[src/rtl/uart_rx_ctrl.sv]
`default_nettype none
// ============================================================================
// Module   : uart_rx_ctrl
// Purpose  : Controller and byte buffer for a UART receive deserialiser.
//            Sequences the deserialiser reset and enable, captures each
//            completed frame exactly once, and checks its start, stop and
//            parity bits. Good bytes go into a show-ahead FIFO that the core
//            reads with a valid/ready handshake. Error flags are sticky and
//            drive irq.
// Revision : 1.0 - initial release
// ============================================================================
module uart_rx_ctrl #(
  parameter int FIFO_DEPTH = 4,   // power of 2, >= 2
  parameter bit PARITY_EN  = 1'b1,
  parameter bit PARITY_ODD = 1'b0
) (
  input  logic                          baud_clk,
  input  logic                          reset,
  input  logic                          rx_enable,
  input  logic                          fifo_flush,
  output logic                          sipo_reset,
  input  logic                          sipo_rx_flag,
  input  logic [10:0]                   sipo_data,
  output logic                          rd_valid,
  output logic [7:0]                    rd_data,
  input  logic                          rd_ready,
  output logic [$clog2(FIFO_DEPTH):0]   fifo_count,
  output logic                          frame_err,
  output logic                          parity_err,
  output logic                          overrun_err,
  input  logic                          err_clr,
  output logic                          irq
);

  localparam int PW = $clog2(FIFO_DEPTH);
  localparam int CW = PW + 1;
  localparam logic [CW-1:0] FULL_COUNT = CW'(FIFO_DEPTH);

  typedef enum logic [1:0] {
    S_OFF   = 2'd0,
    S_IDLE  = 2'd1,
    S_CHECK = 2'd2,
    S_DRAIN = 2'd3
  } state_t;

  state_t          state;
  state_t          state_next;
  logic            flag_q;
  logic [10:0]     frame_q;

  logic            capture;
  logic            push;
  logic            set_frame_err;
  logic            set_parity_err;

  logic [7:0]      mem [FIFO_DEPTH];
  logic [PW-1:0]   wr_ptr;
  logic [PW-1:0]   rd_ptr;
  logic [CW-1:0]   count;

  logic            rx_rise;
  logic            bad_framing;
  logic            bad_parity;
  logic            full;
  logic            pop;
  logic            push_ok;
  logic            set_overrun;

  // Frame-complete is detected on the first cycle the flag is seen high,
  // so a flag held for many cycles yields a single capture.
  assign rx_rise     = sipo_rx_flag & ~flag_q;
  assign bad_framing = frame_q[0] | ~frame_q[10];
  assign bad_parity  = PARITY_EN && ((^frame_q[9:1]) != PARITY_ODD);

  // State, flag history and captured frame.
  always_ff @(posedge baud_clk) begin
    if (reset) begin
      state   <= S_OFF;
      flag_q  <= 1'b0;
      frame_q <= '0;
    end else begin
      state  <= state_next;
      flag_q <= sipo_rx_flag;
      if (capture) begin
        frame_q <= sipo_data;
      end
    end
  end

  // Next state, deserialiser reset and per-frame decisions. Dropping
  // rx_enable takes priority everywhere, so a frame in S_CHECK is abandoned
  // without a push or an error flag.
  always_comb begin
    state_next     = state;
    sipo_reset     = 1'b0;
    capture        = 1'b0;
    push           = 1'b0;
    set_frame_err  = 1'b0;
    set_parity_err = 1'b0;
    if (state == S_OFF) begin
      sipo_reset = 1'b1;
    end
    if (!rx_enable) begin
      state_next = S_OFF;
    end else begin
      case (state)
        S_OFF: begin
          state_next = S_IDLE;
        end
        S_IDLE: begin
          if (rx_rise) begin
            capture    = 1'b1;
            state_next = S_CHECK;
          end
        end
        S_CHECK: begin
          if (bad_framing) begin
            set_frame_err = 1'b1;
          end else if (bad_parity) begin
            set_parity_err = 1'b1;
          end else begin
            push = 1'b1;
          end
          state_next = S_DRAIN;
        end
        S_DRAIN: begin
          if (!sipo_rx_flag) begin
            state_next = S_IDLE;
          end
        end
        default: begin
          state_next = S_OFF;
        end
      endcase
    end
  end

  assign full     = (count == FULL_COUNT);
  assign rd_valid = (count != '0);
  assign pop      = rd_valid & rd_ready;
  // A simultaneous pop frees the slot, so a push into a full FIFO succeeds.
  assign push_ok  = push & (~full | pop);
  // A flush discards the incoming byte silently, so it never overruns.
  assign set_overrun = push & full & ~pop & ~fifo_flush;

  assign rd_data    = mem[rd_ptr];
  assign fifo_count = count;

  // FIFO storage, pointers and occupancy; flush beats push and pop.
  always_ff @(posedge baud_clk) begin
    if (reset) begin
      wr_ptr <= '0;
      rd_ptr <= '0;
      count  <= '0;
      for (int i = 0; i < FIFO_DEPTH; i++) begin
        mem[i] <= '0;
      end
    end else if (fifo_flush) begin
      wr_ptr <= '0;
      rd_ptr <= '0;
      count  <= '0;
    end else begin
      if (push_ok) begin
        mem[wr_ptr] <= frame_q[8:1];
        wr_ptr      <= wr_ptr + 1'b1;
      end
      if (pop) begin
        rd_ptr <= rd_ptr + 1'b1;
      end
      if (push_ok && !pop) begin
        count <= count + 1'b1;
      end else if (pop && !push_ok) begin
        count <= count - 1'b1;
      end
    end
  end

  // Sticky error flags; a same-cycle set outranks err_clr.
  always_ff @(posedge baud_clk) begin
    if (reset) begin
      frame_err   <= 1'b0;
      parity_err  <= 1'b0;
      overrun_err <= 1'b0;
    end else begin
      if (set_frame_err) begin
        frame_err <= 1'b1;
      end else if (err_clr) begin
        frame_err <= 1'b0;
      end
      if (set_parity_err) begin
        parity_err <= 1'b1;
      end else if (err_clr) begin
        parity_err <= 1'b0;
      end
      if (set_overrun) begin
        overrun_err <= 1'b1;
      end else if (err_clr) begin
        overrun_err <= 1'b0;
      end
    end
  end

  assign irq = rd_valid | frame_err | parity_err | overrun_err;

endmodule
`default_nettype wire
[config.mk]
export PLATFORM = sky130hd
export DESIGN_NAME = uart_rx_ctrl
export DESIGN_NICKNAME = d
export VERILOG_FILES = /design/src/rtl/uart_rx_ctrl.sv
export SDC_FILE = /design/constraint.sdc
export NUM_CORES = 1
export LEC_CHECK = 0
export ABC_AREA = 1
export CAP_MARGIN = 20
export CORE_UTILIZATION = 45
export DETAILED_ROUTE_END_ITERATION = 6
export GPL_ROUTABILITY_DRIVEN = 0
export PLACE_DENSITY = 0.67
export SLEW_MARGIN = 0
export SYNTH_ARGS = -nofsm -noshare
export SYNTH_HDL_FRONTEND = slang
export SYNTH_SLANG_ARGS = --single-unit
[constraint.sdc]
create_clock -name baud_clk -period 3.3 [get_ports baud_clk]
set_clock_uncertainty 0.1 [all_clocks]
set_input_delay 0.66 -clock baud_clk [delete_from_list [all_inputs] [get_ports baud_clk]]
set_output_delay 0.66 -clock baud_clk [all_outputs]
set_load 0.005 [all_outputs]
==> results.py <==
metrics = {
    "worst_setup_path": {
        "startpoint_type": "register",
        "path_max_fanout": 17,
        "path_class": "register to primary output",
        "cp-end-kind": "primary output",
        "max_stage_delay_ns": 0.53,
        "cp.arrival_ns": 2.00,
        "cp_num_buf_inv": 3,
        "cp_cell_sequence": "buf_4 -> inv_1 -> o21ai_0 -> o22ai_1 -> clkdlybuf4s50_1",
        "path_delay_family": "buffers and inverters",
        "crit_required_ns": 2.54,
        "cp_slowest_cell": "clkdlybuf4s50_1",
    },
    "power": {
        "pwr-share-comb_pct": 5.9,
        "switchingPower_mw": 0.327,
        "internal_power_mw": 1.24,
        "p_clk_share_pct": 43.8,
        "leakage_nw": 1.23,
        "p_sw_share_pct": 20.9,
        "p_seq_share_pct": 50.3,
        "pwr_density_cell_mw_per_mm2": 479,
        "ir_worst_vdd_mv": 0.248,
        "power_mw": 1.57,
    },
    "die": {
        "fp-row-count": 27,
        "coreArea_mm2": 0.00557,
        "die_x_um": 78.3,
        "start_util_pct": 47.0,
        "die_h_um": 78.3,
        "dieArea_mm2": 0.00613,
        "pin_count": 35,
    },
    "clock_tree": {
        "cts_resized": 0,
        "cts_tree": "built",
        "clkLatencyLatePin_ns": 0.32,
        "cts_setup_buffers": 0,
        "path_clk_slew_ns": 0.06,
        "clock_sinks": 58,
        "cts_root_buf": "clkbuf_8",
        "ctsLongestPathBuffers": 2,
        "h-tree-depth": 3,
        "cts-hold-fix-buffers": 0,
        "cts_inserted_buffers": 9,
    },
    "timing": {
        "period_minus_slack_ns": 2.76,
        "finalHoldViolations": 0,
        "tightest_slew_ns": 0.605,
        "min_period_over_period_pct": 83.5,
        "finalMaxSlewViolations": 0,
        "whs_ns": 0.366,
        "rsz0062_at_grt": "false",
        "fmaxAchievable_ghz": 0.363,
        "slew-limit-headroom_pct": 59.5,
        "finalSetupViolCount": 0,
        "setup-tns-final_ns": 0,
    },
    "detailed_routing": {
        "wl_mm": 4.96,
        "drc": 0,
        "wl_met1_mm": 2.26,
        "ant_nets": 0,
        "avgViaCountPerCell": 4.95,
        "vias": 2028,
        "top_layer": "met4",
        "drt-pass1-iter-count": 4,
        "dr_wl_met3_um": 260,
        "wire_per_inst_um": 12.1,
        "drt_iter0_drc": 113,
        "routed-wl-met2_mm": 2.37,
    },
    "logic_synthesis": {
        "ys_ff_latch": 58,
        "ys_seq_area_share_pct": 56.5,
        "synth_warnings": 0,
        "yosysTopAreaCellShare_pct": 36.7,
        "synth_area_leaders": "edfxtp_1 (37%), dfxtp_1 (20%), nor2_1 (8.2%)",
        "syn_nets": 314,
        "synth_cell_types": 24,
        "syn_inst": 290,
        "yosys.area.top_type": "edfxtp_1",
        "netlist_area_mm2": 0.00262,
        "syn-mean-instance-area_um2": 9.04,
    },
    "run_status": {
        "status": "finished, final reports clean",
    },
    "global_route": {
        "grt_antenna_before_repair": 0,
        "overflow": 0,
        "grt_max_degree": 18,
        "gr-usage-all-layers_pct": 18.3,
        "grt_pass1_vias": 1899,
        "grt_pass1_wl_mm": 8.58,
    },
    "place": {
        "port_buffers": 34,
        "place.detailed.hpwl_mm": 3.57,
        "placed_cells": 394,
    },
    "cells_and_area": {
        "layout.nets": 357,
        "syn_to_final_growth_pct": 24.6,
        "antennaDiodeCount": 0,
        "drive_gt1_share_pct": 10.1,
        "final_cell_mix": "nor2_1 (57), nand2_1 (46), clkdlybuf4s50_1 (34)",
        "final_common_cell": "nor2_1",
        "stdcell_count": 410,
    },
    "job": {
        "cap_violations": 0,
    },
    "hold_path": {
        "hp-class": "register to register",
    },
}
## stage by stage
step                      area, um^2  setup slack [ns]  utilization (%)
after floorplan                 2620             0.953                -
after global placement          3060             0.471             54.9
after detailed placement        3060             0.394             54.9
after CTS                       3270             0.515             58.6
after global routing            3270             0.348             58.6
final                           3270             0.544             58.6
## cell type report
class	count	area, um^2
fill	497	2310
clock buffer	9	124
inverter	34	128
sequential	58	1480
timing repair buffer	38	370
multi-input combinational	192	988
clock inverter	7	83.8
tap	72	90.1
## worst min-delay path: cells and delay by family, from the launching register on
family                 cells  cell delay (ns)
AOI/OAI and AO/OA          1             0.07
buffers and inverters      1             0.05
DFF                        1             0.30
## worst paths after layout
check | start | end | slack [ns] | depth (start not counted)
min reg2reg | rd_ptr[1]$_SDFFE_PP0P_ | register | 0.37 | 2
max | register | rd_data[6] | 0.54 | 5
min | rd_ptr[1]$_SDFFE_PP0P_ | register | 0.37 | 2
max reg2reg | frame_q[2]$_SDFFE_PP0P_ | fifo_count[2]$_SDFFE_PP0P_ | 0.91 | 17
## power groups by stage
stage | combinational, mW | sequential [mW] | clock, mW
3_3_place_gp | 0.0932 | 0.803 | 0
3_5_place_dp | 0.0944 | 0.803 | 0
2_1_floorplan | 0.0500 | 0.801 | 0
4_1_cts | 0.0947 | 0.787 | 0.699
6_report | 0.0931 | 0.787 | 0.685
5_1_grt | 0.105 | 0.789 | 0.730
## sequential cells by signal, summed over array words and instances, names as in the netlist, 2 cells and up, named ones only
name,cells
fifo_count,3
frame_q,11
mem,32
rd_ptr,2
state,2
wr_ptr,2
## cells in the mapped netlist (all sizes together)
cell type	number
clkbuf	5
fa	1
dfxtp	26
nor3	1
o21ai	33
ha	5
nand2	49
nand3	9
a21oi	21
o31ai	1
o22ai	8
inv	34
o211ai	1
a211oi	1
buf	1
nand4	4
edfxtp	32
nor2	58
## per-layer routing
metal,global-route usage [%],vias up
met2,29.8,50
li1,-,1060
met3,5.35,7
met1,22.7,911
met4,7.59,0
met5,0,-
## kinds of logic after synthesis
family | share of synthesized area, %
flops | 56.5
compound gates | 13.1
buf+inv | 5.78
fa+ha+maj | 3.15
simple gates | 21.5
Power figures use the tool's default switching activity.
==> variant (same settings) <==
`PARITY_ODD`: 1'b0 -> 1'b1.
--- a/src/rtl/uart_rx_ctrl.sv
+++ b/src/rtl/uart_rx_ctrl.sv
@@ -12,7 +12,7 @@
 module uart_rx_ctrl #(
   parameter int FIFO_DEPTH = 4,   // power of 2, >= 2
   parameter bit PARITY_EN  = 1'b1,
-  parameter bit PARITY_ODD = 1'b0
+  parameter bit PARITY_ODD = 1'b1
 ) (
   input  logic                          baud_clk,
   input  logic                          reset,
Check against the original RTL: not equivalent (a bounded check fails within 4 cycles, from zero or initial values and one cycle with reset high).
==> variant against the original RTL <==
- via count down 3.0%
- cell area down 2.0%
- routed wire length is 3.2% lower
- area after synthesis hardly changed
- total power is 10% lower
- sequential cell count unchanged
- setup slack gained 0.039 ns
- utilization down 1.1 points
- sequential share of layout area rose by 0.90 points
- synthesized cell count shrank 1.4%
- fmax rose by 1.4%
- global-route usage fell by 0.69 points
- highest routed layer unchanged
==> variant: results (changes against the original RTL) <==
share of cells above drive strength 1: 0.0843 (-0.0163)
reg2reg start: frame_q[4]
status: complete, no violations
routed wl met2: 2.16 mm (-9.0%)
via count: 1968 (-3.0%)
register area share after synthesis: 0.565 (about the same)
Critical Path AT: 1.96 ns (-0.04 ns)
DP Wirelength: 3.60 mm (+0.78%)
Global Route Usage Sum: 0.176 (-0.00693)
Hold Path Origin: frame_q[0]
first-pass GRT wire length: 8.11 mm (-5.5%)
Max-Slew Margin vs Limit: 0.568 (-0.0274)
Netlist cell types: 27 (+13%)
synth cell count leaders: nor2_1 (58), nand2_1 (42), edfxtp_1 (32), o21ai_0 (30), inv_1 (28)
maximum vdd ir drop: 0.000242 V (-2.4%)
Mapped Nets: 310 (-1.3%)
Clock Tree Root: clkbuf_8
Leakage: 1.19 nW (-3.2%)
initial drt markers: 88 (-22%)
met3 WL: 207 um (-20%)
pin count of the biggest net entering global routing: 23 (+5)
Final Util: 0.574 (-0.0114)
most area-consuming cells after synthesis: edfxtp_1 (37%), dfxtp_1 (20%), nor2_1 (8.3%)
Nets: 351 (-1.7%)
dpl ws: 0.310 ns (-0.0846 ns)
Worst R2R Path Depth: 16 (-1)
Worst R2R Setup Slack: 0.74 ns (-0.17 ns)
port buffer count: 34 (unchanged)
==> variant: cell types whose count changed in the layout (fill, tap and decap cells not counted), sizes merged, moves of 2 or more <==
| cell | delta |
|---|---|
| bufinv | -2 |
| nand2 | -5 |
| o21ai | +2 |
| inv | -3 |
| buf | -2 |
==> variant: layout make-up <==
class,instances,area (um2)
fillers,514,2370
inverters,31,116
clock inverters,7,36.3
repair buffers,36,355
flip-flops and latches,58,1480
well taps,72,90.1
multi-input cells,191,998
clock buffers,9,124
==> variant: worst max path at each step <==
stage	depth (start not counted)	start	to	slack, ns
floorplan	11	rx_enable	fifo_count[2]	0.99
global placement	12	rx_enable	fifo_count[2]	0.37
detailed placement	12	rx_enable	fifo_count[2]	0.31
CTS	5	flop	rd_data[0]	0.56
global route	16	frame_q[5]	fifo_count[2]	0.40
finish	5	flop	rd_data[0]	0.58
==> variant: power by group <==
part           switching (mW)  internal, mW
logic                  0.0475        0.0416
clock network           0.266         0.261
registers             0.00820         0.779
total                   0.322          1.08
==> variant: critical path: stages, from the launching register on <==
cell,delay (ns)
dfxtp_1,0.29
buf_4,0.17
inv_1,0.33
o21ai_0,0.17
o22ai_1,0.15
clkdlybuf4s50_1,0.52
==> variant: cells by family (layout without fill, tap and decap cells) <==
kind of cell	count (synthesis)	in the layout	share of synthesized area
flip-flops	58	58	0.565
AND/OR/NAND/NOR	117	117	0.211
AO/OA/AOI/OAI	67	67	0.135
buffers and inverters	37	83	0.0535
adder cells (fa/ha/maj)	6	6	0.0315
XOR/XNOR	1	1	0.00334
==> variant: per-stage QoR <==
step,cell area (um2),hold slack (ns),instances
after global routing,3200,0.384,404
after detailed placement,3040,0.356,388
after floorplan,2620,0.337,286
after CTS,3200,0.366,404
after global placement,3040,0.353,388
final,3200,0.364,404
==> variant: metal layers <==
layer	GRT usage	up-vias
met1	0.224	869
li1	-	1048
met4	0.102	0
met2	0.272	41
met5	0	-
met3	0.0453	10
